### config.mk
export PLATFORM = sky130hd
export DESIGN_NAME = routesched
export DESIGN_NICKNAME = d
export VERILOG_FILES = /design/src/rtl/routesched.sv
export SDC_FILE = /design/constraint.sdc
export NUM_CORES = 1
export LEC_CHECK = 0
export CAP_MARGIN = 20
export CORE_ASPECT_RATIO = 1.75
export CORE_MARGIN = 4
export CORE_UTILIZATION = 37
export CTS_CLUSTER_SIZE = 28
export DETAILED_ROUTE_END_ITERATION = 10
export GPL_TIMING_DRIVEN = 0
export PLACE_DENSITY_LB_ADDON = 0.3
export REMOVE_ABC_BUFFERS = 1
export SETUP_SLACK_MARGIN = 0.5
export SLEW_MARGIN = 25
export SYNTH_ARGS = -nofsm -noshare
export SYNTH_HDL_FRONTEND = slang
export SYNTH_SLANG_ARGS = --single-unit
### constraint.sdc
create_clock -name i_clk -period 4.5 [get_ports i_clk]
set_input_delay 0.9 -clock i_clk [delete_from_list [all_inputs] [get_ports i_clk]]
set_output_delay 0.9 -clock i_clk [all_outputs]
set_load 0.005 [all_outputs]
### src/rtl/routesched.sv
// routesched: round-robin scheduler sharing the routing table's single
// destination-lookup port among NETH per-interface requesters.
// Each lookup result goes back only to the requester that asked for it.
// Build option: define ROUTESCHED_NOREFLECT_EN to remove the requester's own
// port from the returned mask, so a packet is never sent back out the port
// it arrived on.
//
// state    | meaning
// ---------+-----------------------------------------------------------
// IDLE     | no lookup in flight; arbitrate among S_VALID from rr
// LOOKUP   | M_VALID held with latched MAC, waiting for M_ACK
// RESPOND  | S_READY/S_PORT/S_DROP visible; advance rr and re-arbitrate
module routesched #(
    parameter int NETH = 4,
    parameter int MACW = 48
) (
    input  logic                 i_clk,
    input  logic                 i_reset_n,
    input  logic [NETH-1:0]      S_VALID,
    output logic [NETH-1:0]      S_READY,
    input  logic [NETH*MACW-1:0] S_DSTMAC,
    output logic [NETH-1:0]      S_PORT,
    output logic                 S_DROP,
    output logic                 M_VALID,
    input  logic                 M_ACK,
    output logic [MACW-1:0]      M_DSTMAC,
    input  logic [NETH-1:0]      M_PORT
);

    localparam int IW = (NETH > 1) ? $clog2(NETH) : 1;

    typedef enum logic [1:0] {
        ST_IDLE    = 2'd0,
        ST_LOOKUP  = 2'd1,
        ST_RESPOND = 2'd2
    } state_t;

    state_t            r_state;
    state_t            w_next_state;

    logic [IW-1:0]     r_rr;
    logic [IW-1:0]     r_gidx;
    logic [NETH-1:0]   r_res;
    logic [NETH-1:0]   r_s_ready;
    logic              r_s_drop;
    logic              r_m_valid;
    logic [MACW-1:0]   r_m_dstmac;

    logic [MACW-1:0]   w_mac [NETH];
    logic [IW-1:0]     w_gidx_inc;
    logic [NETH-1:0]   w_gbit;
    logic [NETH-1:0]   w_port_final;
    logic [IW-1:0]     w_arb_ptr;
    logic [NETH-1:0]   w_arb_req;
    logic              w_gnt_found;
    logic [IW-1:0]     w_gnt_idx;
    logic [IW:0]       w_sum;
    logic [IW-1:0]     w_cand;
    logic              w_load;
    logic              w_capture;

    for (genvar k = 0; k < NETH; k++) begin : g_mac
        assign w_mac[k] = S_DSTMAC[k*MACW +: MACW];
    end

    assign w_gidx_inc = (r_gidx == IW'(NETH - 1)) ? '0 : r_gidx + IW'(1);
    assign w_gbit     = NETH'(1) << r_gidx;

`ifdef ROUTESCHED_NOREFLECT_EN
    assign w_port_final = M_PORT & ~w_gbit;
`else
    assign w_port_final = M_PORT;
`endif

    // Arbitration inputs: in RESPOND the pointer already counts as advanced,
    // and the request being consumed this cycle must not win again.
    always_comb begin
        w_arb_ptr = r_rr;
        w_arb_req = S_VALID;
        if (r_state == ST_RESPOND) begin
            w_arb_ptr = w_gidx_inc;
            w_arb_req = S_VALID & ~r_s_ready;
        end
    end

    // First set request at or after the pointer, searching upward with wrap.
    always_comb begin
        w_gnt_found = 1'b0;
        w_gnt_idx   = '0;
        w_sum       = '0;
        w_cand      = '0;
        for (int i = 0; i < NETH; i++) begin
            w_sum = {1'b0, w_arb_ptr} + (IW+1)'(i);
            if (w_sum >= (IW+1)'(NETH)) begin
                w_sum = w_sum - (IW+1)'(NETH);
            end
            w_cand = w_sum[IW-1:0];
            if (!w_gnt_found && w_arb_req[w_cand]) begin
                w_gnt_found = 1'b1;
                w_gnt_idx   = w_cand;
            end
        end
    end

    // Next-state logic and datapath strobes.
    always_comb begin
        w_next_state = r_state;
        w_load       = 1'b0;
        w_capture    = 1'b0;
        case (r_state)
            ST_IDLE: begin
                if (w_gnt_found) begin
                    w_load       = 1'b1;
                    w_next_state = ST_LOOKUP;
                end
            end
            ST_LOOKUP: begin
                if (M_ACK) begin
                    w_capture    = 1'b1;
                    w_next_state = ST_RESPOND;
                end
            end
            ST_RESPOND: begin
                if (w_gnt_found) begin
                    w_load       = 1'b1;
                    w_next_state = ST_LOOKUP;
                end else begin
                    w_next_state = ST_IDLE;
                end
            end
            default: w_next_state = ST_IDLE;
        endcase
    end

    // State register.
    always_ff @(posedge i_clk) begin
        if (!i_reset_n) begin
            r_state <= ST_IDLE;
        end else begin
            r_state <= w_next_state;
        end
    end

    // Grant latch, lookup request, and one-cycle registered response.
    always_ff @(posedge i_clk) begin
        if (!i_reset_n) begin
            r_rr       <= '0;
            r_gidx     <= '0;
            r_res      <= '0;
            r_s_ready  <= '0;
            r_s_drop   <= 1'b0;
            r_m_valid  <= 1'b0;
            r_m_dstmac <= '0;
        end else begin
            r_s_ready <= '0;
            r_res     <= '0;
            r_s_drop  <= 1'b0;
            if (w_load) begin
                r_gidx     <= w_gnt_idx;
                r_m_dstmac <= w_mac[w_gnt_idx];
                r_m_valid  <= 1'b1;
            end
            if (w_capture) begin
                r_m_valid <= 1'b0;
                // A requester that withdrew during the lookup gets nothing.
                if (S_VALID[r_gidx]) begin
                    r_s_ready <= w_gbit;
                    r_res     <= w_port_final;
                    r_s_drop  <= (w_port_final == '0);
                end
            end
            if (r_state == ST_RESPOND) begin
                r_rr <= w_gidx_inc;
            end
        end
    end

    assign S_READY  = r_s_ready;
    assign S_PORT   = r_res;
    assign S_DROP   = r_s_drop;
    assign M_VALID  = r_m_valid;
    assign M_DSTMAC = r_m_dstmac;

endmodule
==> impl_metrics.yaml, run 1 <==
status:
  status: "complete, no violations"
power:
  pwr-share-comb: 0.300
  sequentialPowerShare: 0.339
  vdd_drop_max_v: 0.000277
  p_int_w: 0.00146
  p_sw_w: 0.000489
  p_clk_frac: 0.361
  p_per_area_mw_per_mm2: 293
  sw_frac_of_total: 0.250
  p_leak_nw: 2.47
finish:
  antennaDiodeCount: 0
  final_common_cell: "clkdlybuf4s50_1"
  drive_gt1_frac: 0.0659
  utilization: 0.722
  synthToLayoutAreaGrowth_pct: 88.4
  num-nets-final: 806
  layout_common_cells: "clkdlybuf4s50_1 (260), mux2i_1 (100), dfxtp_1 (64), nand2_1 (54), o221ai_1 (41)"
place:
  post-place-ws_ps: 1020
  dp_hpwl_um: 11600
  finalWeightedCongestion: 0.839
  io_buffers: 260
floorplanning:
  die_area_mm2: 0.0112
  ios: 261
  fp.dieW_um: 81.8
  core_area_mm2: 0.00921
  die_h_um: 137
  num_rows: 46
  start_util: 0.383
drt:
  ant_nets: 0
  dr_total_vias: 3845
  routed_via_density: 5.29
  dr.pass1.iters: 5
  drc: 0
  avgRoutedWirePerCell_um: 20.0
  routed_wl_um: 14500
  drt_iter0_markers: 158
synth:
  synth_mux_area_frac: 0.287
  synth.distinct_cells: 37
  synth_cells: 348
  yosys.area_share.simple: 0.115
  synth_top_family_by_area: "multiplexers"
  avgSynthCellArea_um2: 10.1
  synth_enable_flop_cells: 0
  ys.flop_type: "dfxtp_1"
  synthAdderAreaFrac: 0.00355
  seq_area_frac_synth: 0.363
  synth_compound_area_frac: 0.169
  netlist_area_mm2: 0.00353
  ys_ff_latch: 64
  ys_async_sr_fraction: 0
  synth-xor-area-share: 0
  yosys_warnings: 0
critical_path:
  crit_chain: "clkdlybuf4s50_1, nor2_1, o221ai_1, nand2_1, o22ai_4, buf_16, buf_16, buf_16, buf_16, mux2i_1, o221ai_2"
  r2r-start: "r_gidx[1]"
  worst-path-max-fanout: 14
  required_ps: 4690
  slowest_stage: "clkdlybuf4s50_1"
  worst-path-buf-inv: 5
  cpLargestDelayFamily: "buffers and inverters"
  critPathMostFrequentCell: "buf_16"
  path_class: "in2reg"
  critPathMaxStageDelay_ps: 580
  reg2reg_to: "M_DSTMAC[37]"
  critPathArrivalTime_ps: 3330
  r2r_setup_slack_ps: 1660
  critPathLaunchType: "input pin"
  end_kind: "flip-flop"
  worst-r2r-cell-count: 11
timing:
  fin_skew_ps: 7.81
  hold_viol_final: 0
  setup_ws_ps: 1370
  worst_pin_slew_ps: 648
  rsz0062_at_grt: "no"
  relSlewSlack: 0.568
  setup_viol: 0
  period_share: 0.696
  fmax_mhz: 319
  period_minus_slack_ps: 3130
  slew_violations: 0
  tns_ps: 0
worst_hold_path:
  hold_depth: 2
  holdPathEnd: "M_DSTMAC[18]"
  hold_path.class: "reg2reg"
  hp-start: "M_DSTMAC[18]"
flow_run:
  cap_violations: 0
global_route:
  grt_pass1_wl_um: 21200
  track_usage: 0.252
  grt_pass1_vias: 4055
  grt-ovfl-total: 0
  antenna_found_initial: 0
  grt_max_degree: 49
clock_network:
  hold_buffers: 0
  post_cts_buffers: 0
  cts_buffer_depth: 2
  cts-root-buf: "clkbuf_16"
  clk-insertion-delay-late_ps: 330
  clk_pin_slew_ps: 60
  cts_max_level: 3
  tritoncts: "yes"
  cts-buffers-inserted: 9
  cts.repair.resized: 0
  cts_sinks: 64
-- cells in the mapped netlist (all sizes together) (2+ instances only) --
cell    count  area share
mux2i     100        0.28
dfxtp      64        0.36
nand2      55       0.059
o221ai     49        0.14
buf        15       0.043
clkbuf     11       0.015
and2        6       0.011
nor2        6      0.0064
nor2b       6       0.013
nand2b      5      0.0089
o21ai       5      0.0071
inv         4      0.0043
nor3b       3      0.0064
a21oi       2      0.0028
a31oi       2      0.0053
nand3b      2      0.0043
nor3        2      0.0028
-- area by class of cell --
cell class                      instances  area, um2
Timing Repair Buffer                  269       2840
Clock buffer                           13        260
Multi-Input combinational cell        254       2060
Fill cell                             696       2560
Sequential cell                        64       1280
Clock inverter                          3       40.0
Inverter                                4       15.0
Tap cell                              120        150
-- logic make-up after synthesis --
group | count (synthesis)
multiplexers | 101
AND/OR/NAND/NOR | 87
AO/OA/AOI/OAI | 65
flip-flops | 64
buffers and inverters | 30
adder cells (fa/ha/maj) | 1
-- per-layer routing --
metal	wire length, um	part of all wire	global-route usage	vias to the layer above
li1	-	-	-	1832
met1	4930	0.34	0.246	1803
met2	7740	0.53	0.461	172
met3	1330	0.091	0.0838	38
met4	542	0.037	0.125	0
met5	0	0	0	-
-- worst max path at each step --
stage | startpoint | to | slack (ps) | cells after the start
2_1_floorplan | S_VALID[3] | M_DSTMAC[33] | -4490 | 6
3_3_place_gp | S_VALID[3] | M_DSTMAC[40] | -7340 | 7
3_5_place_dp | S_VALID[2] | M_DSTMAC[37] | 1020 | 11
4_1_cts | S_VALID[2] | M_DSTMAC[37] | 1370 | 11
5_1_grt | S_VALID[3] | M_DSTMAC[15] | 1250 | 11
6_report | S_VALID[2] | M_DSTMAC[37] | 1370 | 11
-- flip-flops by register name, indices dropped and copies added, names as in the netlist --
signal    cells
M_DSTMAC     48
M_VALID       1
S_DROP        1
S_PORT        4
S_READY       4
r_gidx        2
r_rr          2
r_state       2
-- through the flow --
step,power (W),instance area [um2],hold slack (ps),instances
final,0.00195,6650,461,727
after floorplan,0.000920,3320,457,322
after global placement,0.00127,6080,444,702
after detailed placement,0.00126,6350,450,711
after CTS,0.00197,6650,466,727
after global routing,0.00203,6650,485,727
-- power groups by stage --
stage          registers (W)  clock network (W)  logic, W
4_1_cts             0.000660           0.000720  0.000590
2_1_floorplan       0.000673                  0  0.000247
3_5_place_dp        0.000672                  0  0.000588
5_1_grt             0.000668           0.000744  0.000622
6_report            0.000661           0.000705  0.000585
3_3_place_gp        0.000669                  0  0.000598
-- worst register-to-register path, cell delays in order (launching register included) --
cell and delay, ps:
dfxtp_1 490, ha_1 310, nand3b_1 110, o21ai_1 130, o21ba_1 260, o22ai_4 300, buf_16 220, buf_16 180
buf_16 170, buf_16 170, mux2i_1 250, o221ai_2 120
No activity file was read; power rests on OpenSTA's default activity.
==> run 2: changes to the inputs <==
- CORE_UTILIZATION: 37 -> 35
- clock period: 4.5 -> 2.97 ns (I/O delays scaled with it)
==> run 2 against run 1 <==
Net effect: die area is 5.3% higher; clock power is 49% higher; largest cell class unchanged; hold slack better by 2.5 ps; sequential cell count stayed put.
==> impl_metrics.yaml, run 2 (same netlist as run 1, synthesis figures left out) <==
status:
  status: "complete, no violations"
timing:
  slew_violations: 0
  fmax_mhz: 419
  worst_pin_slew_ps: 623
  period_share: 0.804
  setup_ws_ps: 582
  relSlewSlack: 0.584
  fin_skew_ps: 7.51
  hold_viol_final: 0
  setup_viol: 0
  rsz0062_at_grt: "no"
  period_minus_slack_ps: 2390
  worst_hold_slack_ps: 463
critical_path:
  end_kind: "flip-flop"
  critPathArrivalTime_ps: 2580
  required_ps: 3170
  worst-path-max-fanout: 12
  critPathLaunchType: "flip-flop"
  path_class: "reg2reg"
  worst-r2r-cell-count: 10
  critPathMaxStageDelay_ps: 370
  cpLargestDelayFamily: "compound AO/OA/AOI/OAI gates"
  worst-path-buf-inv: 3
  reg2reg_to: "M_DSTMAC[14]"
  r2r_setup_slack_ps: 580
  critPathMostFrequentCell: "buf_8"
  r2r-start: "r_gidx[1]"
  crit_chain: "ha_1, nand3b_1, o21ai_2, o21ba_4, o22ai_4, buf_12, buf_8, buf_8, mux2i_1, o221ai_1"
  slowest_stage: "dfxtp_4"
worst_hold_path:
  hp-start: "M_DSTMAC[36]"
  hold_path.class: "reg2reg"
  hold_depth: 2
  holdPathEnd: "M_DSTMAC[36]"
finish:
  largest_reg_flops: 48
  layout_common_cells: "clkdlybuf4s50_1 (258), mux2i_1 (89), dfxtp_1 (60), nand2_1 (54), o221ai_1 (40)"
  multi_input_area_mm2: 0.00226
  fin_area_mm2: 0.00695
  fillers: 760
  instances_no_fill: 746
  antennaDiodeCount: 0
  final_common_cell: "clkdlybuf4s50_1"
  num-nets-final: 822
  drive_gt1_frac: 0.124
  synthToLayoutAreaGrowth_pct: 97.1
  seq_area_mm2: 0.00129
drt:
  dr.pass1.iters: 4
  routed_wl_um: 15500
  ant_nets: 0
  avgRoutedWirePerCell_um: 20.7
  dr_total_vias: 3965
  drc: 0
  routed_via_density: 5.32
  drt_iter0_markers: 140
clock_network:
  cts_buffer_depth: 2
  cts-root-buf: "clkbuf_16"
  cts-buffers-inserted: 9
  cts_max_level: 3
  clk_pin_slew_ps: 50
  tritoncts: "yes"
  clk-insertion-delay-late_ps: 330
  cts_sinks: 64
  hold_buffers: 0
place:
  io_buffers: 260
  place_inst: 715
  finalWeightedCongestion: 0.841
  dp_hpwl_um: 11400
  post-place-ws_ps: -197
  dpl_cell_area_mm2: 0.00629
floorplanning:
  core_area_mm2: 0.00985
  start_util: 0.358
  die_area_mm2: 0.0118
  die_h_um: 141
  num_rows: 48
  fp.dieW_um: 83.9
  ios: 261
power:
  p_clk_frac: 0.347
  vdd_drop_max_v: 0.000392
  p_per_area_mw_per_mm2: 435
  p_leak_nw: 2.57
  pwr-share-comb: 0.323
  p_sw_w: 0.000766
  sequentialPowerShare: 0.330
  p_int_w: 0.00226
  sw_frac_of_total: 0.253
global_route:
  grt-ovfl-total: 0
  track_usage: 0.250
  antenna_found_initial: 0
  grt_pass1_wl_um: 22900
  grt_max_degree: 29
  grt_pass1_vias: 4210
flow_run:
  cap_violations: 0
run 2: changes by cell type in the layout (fill, tap and decap cells not counted), sizes merged:
cell,change
clkinv,-1
nand2,+1
buf,+11
clkinvlp,+1
clkdlybuf4s50,-2
bufbuf,+1
nand2b,+3
dlygate4sd2,+2
clkbuf,-2
run 2: how the worst max path moves through the flow:
stage,cells past startpoint,to,from
2_1_floorplan,7,M_DSTMAC[33],r_gidx[0]
3_3_place_gp,7,M_DSTMAC[40],S_VALID[3]
3_5_place_dp,10,M_DSTMAC[28],S_VALID[2]
4_1_cts,9,M_DSTMAC[15],r_state[0]
5_1_grt,10,M_DSTMAC[17],r_gidx[1]
6_report,10,M_DSTMAC[14],r_gidx[1]
run 2: worst register-to-register path, delay by kind of cell (launching register included):
family | cells | cell delay (ps)
simple gates | 1 | 140
buf+inv | 3 | 480
mux | 1 | 260
fa+ha+maj | 1 | 290
flops | 1 | 370
compound gates | 4 | 710
run 2: power by group through the flow:
| stage | clock, W | combinational, W | sequential, W |
|---|---|---|---|
| floorplan | 0 | 0.000374 | 0.00102 |
| global placement | 0 | 0.000912 | 0.00101 |
| detailed placement | 0 | 0.000875 | 0.00102 |
| global route | 0.00110 | 0.00103 | 0.00101 |
| finish | 0.00105 | 0.000976 | 0.000999 |
| CTS | 0.00107 | 0.000968 | 0.000999 |
run 2: layer usage:
| layer | vias up | global-route usage | wire [um] |
|---|---|---|---|
| met5 | - | 0 | 0 |
| met4 | 0 | 0.109 | 529 |
| met3 | 35 | 0.0749 | 1020 |
| met2 | 179 | 0.460 | 8340 |
| met1 | 1882 | 0.259 | 5560 |
| li1 | 1869 | - | - |
run 2: through the flow:
stage / power (W) / TNS (ps) / util
after floorplan: 0.00139 / -277020 / -
after global placement: 0.00192 / -403540 / 0.618
after detailed placement: 0.00189 / -5470 / 0.639
after CTS: 0.00303 / 0 / 0.700
after global routing: 0.00313 / 0 / 0.706
final: 0.00302 / 0 / 0.706
run 2: final cells by class:
class                   count  share of cell area
well taps                 125              0.0225
multi-input cells         258               0.325
inverters                   4             0.00216
flip-flops and latches     64               0.186
clock inverters             3             0.00612
repair buffers            281               0.423
clock buffers              11              0.0363
run 2: what timing repair did:
| action | 4_1_cts | 5_1_grt |
|---|---|---|
| cloned | 6 | 0 |
| pin swaps | 4 | 2 |
| setup buffers | 9 | 2 |
| gates resized for setup | 27 | 15 |
| endpoints found under the setup margin | 48 | 32 |
==> run 3: changes to the inputs <==
- CORE_UTILIZATION: 35 -> 31
- clock period: 2.97 -> 1.9 ns (I/O delays scaled with it)
==> run 3 against run 2 <==
Net effect: the flow now finishes with violations (setup timing); fmax rose by 1.2%; total power rose by 65%; core utilization fell by 0.87 points; via count rose by 6.7%; register-to-register slack got worse by 1000 ps; critical path depth rose by 2; routed wire length rose by 16%; count of clock-buffer cells in the layout did not move; non-clock buffer count rose by 39; sequential power rose by 55%; worst setup slack got worse by 1000 ps; design area rose by 12%; largest cell class unchanged; largest power group is now combinational logic; highest routed layer unchanged.
==> impl_metrics.yaml, run 3 (same netlist as run 1, synthesis figures left out) <==
finish:
  synthToLayoutAreaGrowth_pct: 121
  layout_common_cells: "clkdlybuf4s50_1 (199), mux2i_1 (84), dlygate4sd2_1 (60), dfxtp_1 (58), nand2_1 (53)"
  seq_area_mm2: 0.00130
  fillers: 857
  multi_input_area_mm2: 0.00255
  largest_reg_flops: 48
  final_common_cell: "clkdlybuf4s50_1"
  num-nets-final: 870
  antennaDiodeCount: 0
  drive_gt1_frac: 0.222
global_route:
  grt_pass1_wl_um: 25900
  grt_pass1_vias: 4512
  antenna_found_initial: 0
  grt_max_degree: 25
  track_usage: 0.265
  grt-ovfl-total: 0
drt:
  avgRoutedWirePerCell_um: 22.4
  routed_via_density: 5.28
  routed_wl_um: 17900
  dr_total_vias: 4231
  drc: 0
  ant_nets: 0
  drt_iter0_markers: 142
  dr.pass1.iters: 4
flow_run:
  cap_violations: 0
place:
  dp_hpwl_um: 11100
  finalWeightedCongestion: 0.826
  post-place-ws_ps: -1270
  io_buffers: 260
timing:
  hold_viol_final: 0
  setup_ws_ps: -459
  setup_viol: 50
  tns_ps: -17750
  period_minus_slack_ps: 2360
  fmax_mhz: 424
  relSlewSlack: 0.637
  fin_skew_ps: 3.92
  slew_violations: 0
  period_share: 1.24
  rsz0062_at_grt: "yes"
  worst_pin_slew_ps: 543
clock_network:
  cts-buffers-inserted: 9
  hold_buffers: 0
  cts_buffer_depth: 2
  tritoncts: "yes"
  clk_pin_slew_ps: 50
  cts_sinks: 64
  cts_max_level: 3
  clk-insertion-delay-late_ps: 320
  cts-root-buf: "clkbuf_16"
critical_path:
  path_class: "reg2reg"
  slowest_stage: "dfxtp_4"
  r2r_setup_slack_ps: -460
  critPathLaunchType: "flip-flop"
  critPathArrivalTime_ps: 2550
  crit_chain: "ha_4, nand3b_1, o21ai_4, o21ba_4, o22ai_4, buf_12, buf_16, buf_12, buf_8, buf_16, mux2i_2, o221ai_1"
  required_ps: 2090
  end_kind: "flip-flop"
  worst-path-max-fanout: 5
  critPathMaxStageDelay_ps: 350
power:
  p_per_area_mw_per_mm2: 641
  vdd_drop_max_v: 0.000499
  p_leak_nw: 3.15
floorplanning:
  ios: 261
  core_area_mm2: 0.0112
  num_rows: 51
  fp.dieW_um: 88.6
  die_area_mm2: 0.0132
  die_h_um: 149
  start_util: 0.316
worst_hold_path:
  hold_path.class: "reg2reg"
status:
  status: "complete, but fails checks"
  violations: "setup timing"
## run 3: worst paths after layout
check                                 start            to  depth (start not counted)
worst max-delay path              r_gidx[0]  M_DSTMAC[32]                         12
worst min-delay path            M_DSTMAC[8]   M_DSTMAC[8]                          2
worst max register to register    r_gidx[0]  M_DSTMAC[32]                         12
worst min register to register  M_DSTMAC[8]   M_DSTMAC[8]                          2
## run 3: critical path, delay by kind of cell (launching register included)
| kind | cells | cell delay (ps) |
|---|---|---|
| buffers and inverters | 5 | 570 |
| flip-flops | 1 | 350 |
| adder cells (fa/ha/maj) | 1 | 230 |
| AO/OA/AOI/OAI | 4 | 680 |
| multiplexers | 1 | 220 |
| AND/OR/NAND/NOR | 1 | 160 |
## run 3: final cells by class
cell class / instances / share of cell area
timing repair buffer: 320 / 0.445
multi-input combinational: 267 / 0.328
sequential: 64 / 0.167
clock buffer: 11 / 0.0312
tap: 132 / 0.0212
clock inverter: 4 / 0.00578
inverter: 4 / 0.00193
## run 3: metal layers
metal  track usage  up-vias  share of wire  routed length [um]
met5             0        -              0                   0
met4        0.0983        0          0.027                 488
met3        0.0431       31          0.064                1150
met2         0.500      174           0.56               10100
met1         0.284     2040           0.35                6190
li1              -     1986              -                   -
## run 3: power breakdown
part	switching, W	leakage, nW	internal (W)
Clock	0.000586	0.145	0.00104
Sequential	0.0000748	0.531	0.00148
Combinational	0.000691	2.48	0.00113
## run 3: what timing repair did
action                     in CTS  in global routing
pin swaps                      24                  9
resized for setup             141                 25
cloned                         21                  0
buffers inserted               40                  5
setup endpoints to repair     116                 61
## run 3: metrics by stage
stage	utilization	cell area [um2]	instances	total power, W	hold WS [ps]
2_1_floorplan	-	3320	322	0.00218	457
3_3_place_gp	0.546	6090	714	0.00300	443
3_5_place_dp	0.565	6310	721	0.00296	446
4_1_cts	0.683	7620	797	0.00497	454
5_1_grt	0.697	7790	802	0.00520	468
6_report	0.697	7790	802	0.00499	454
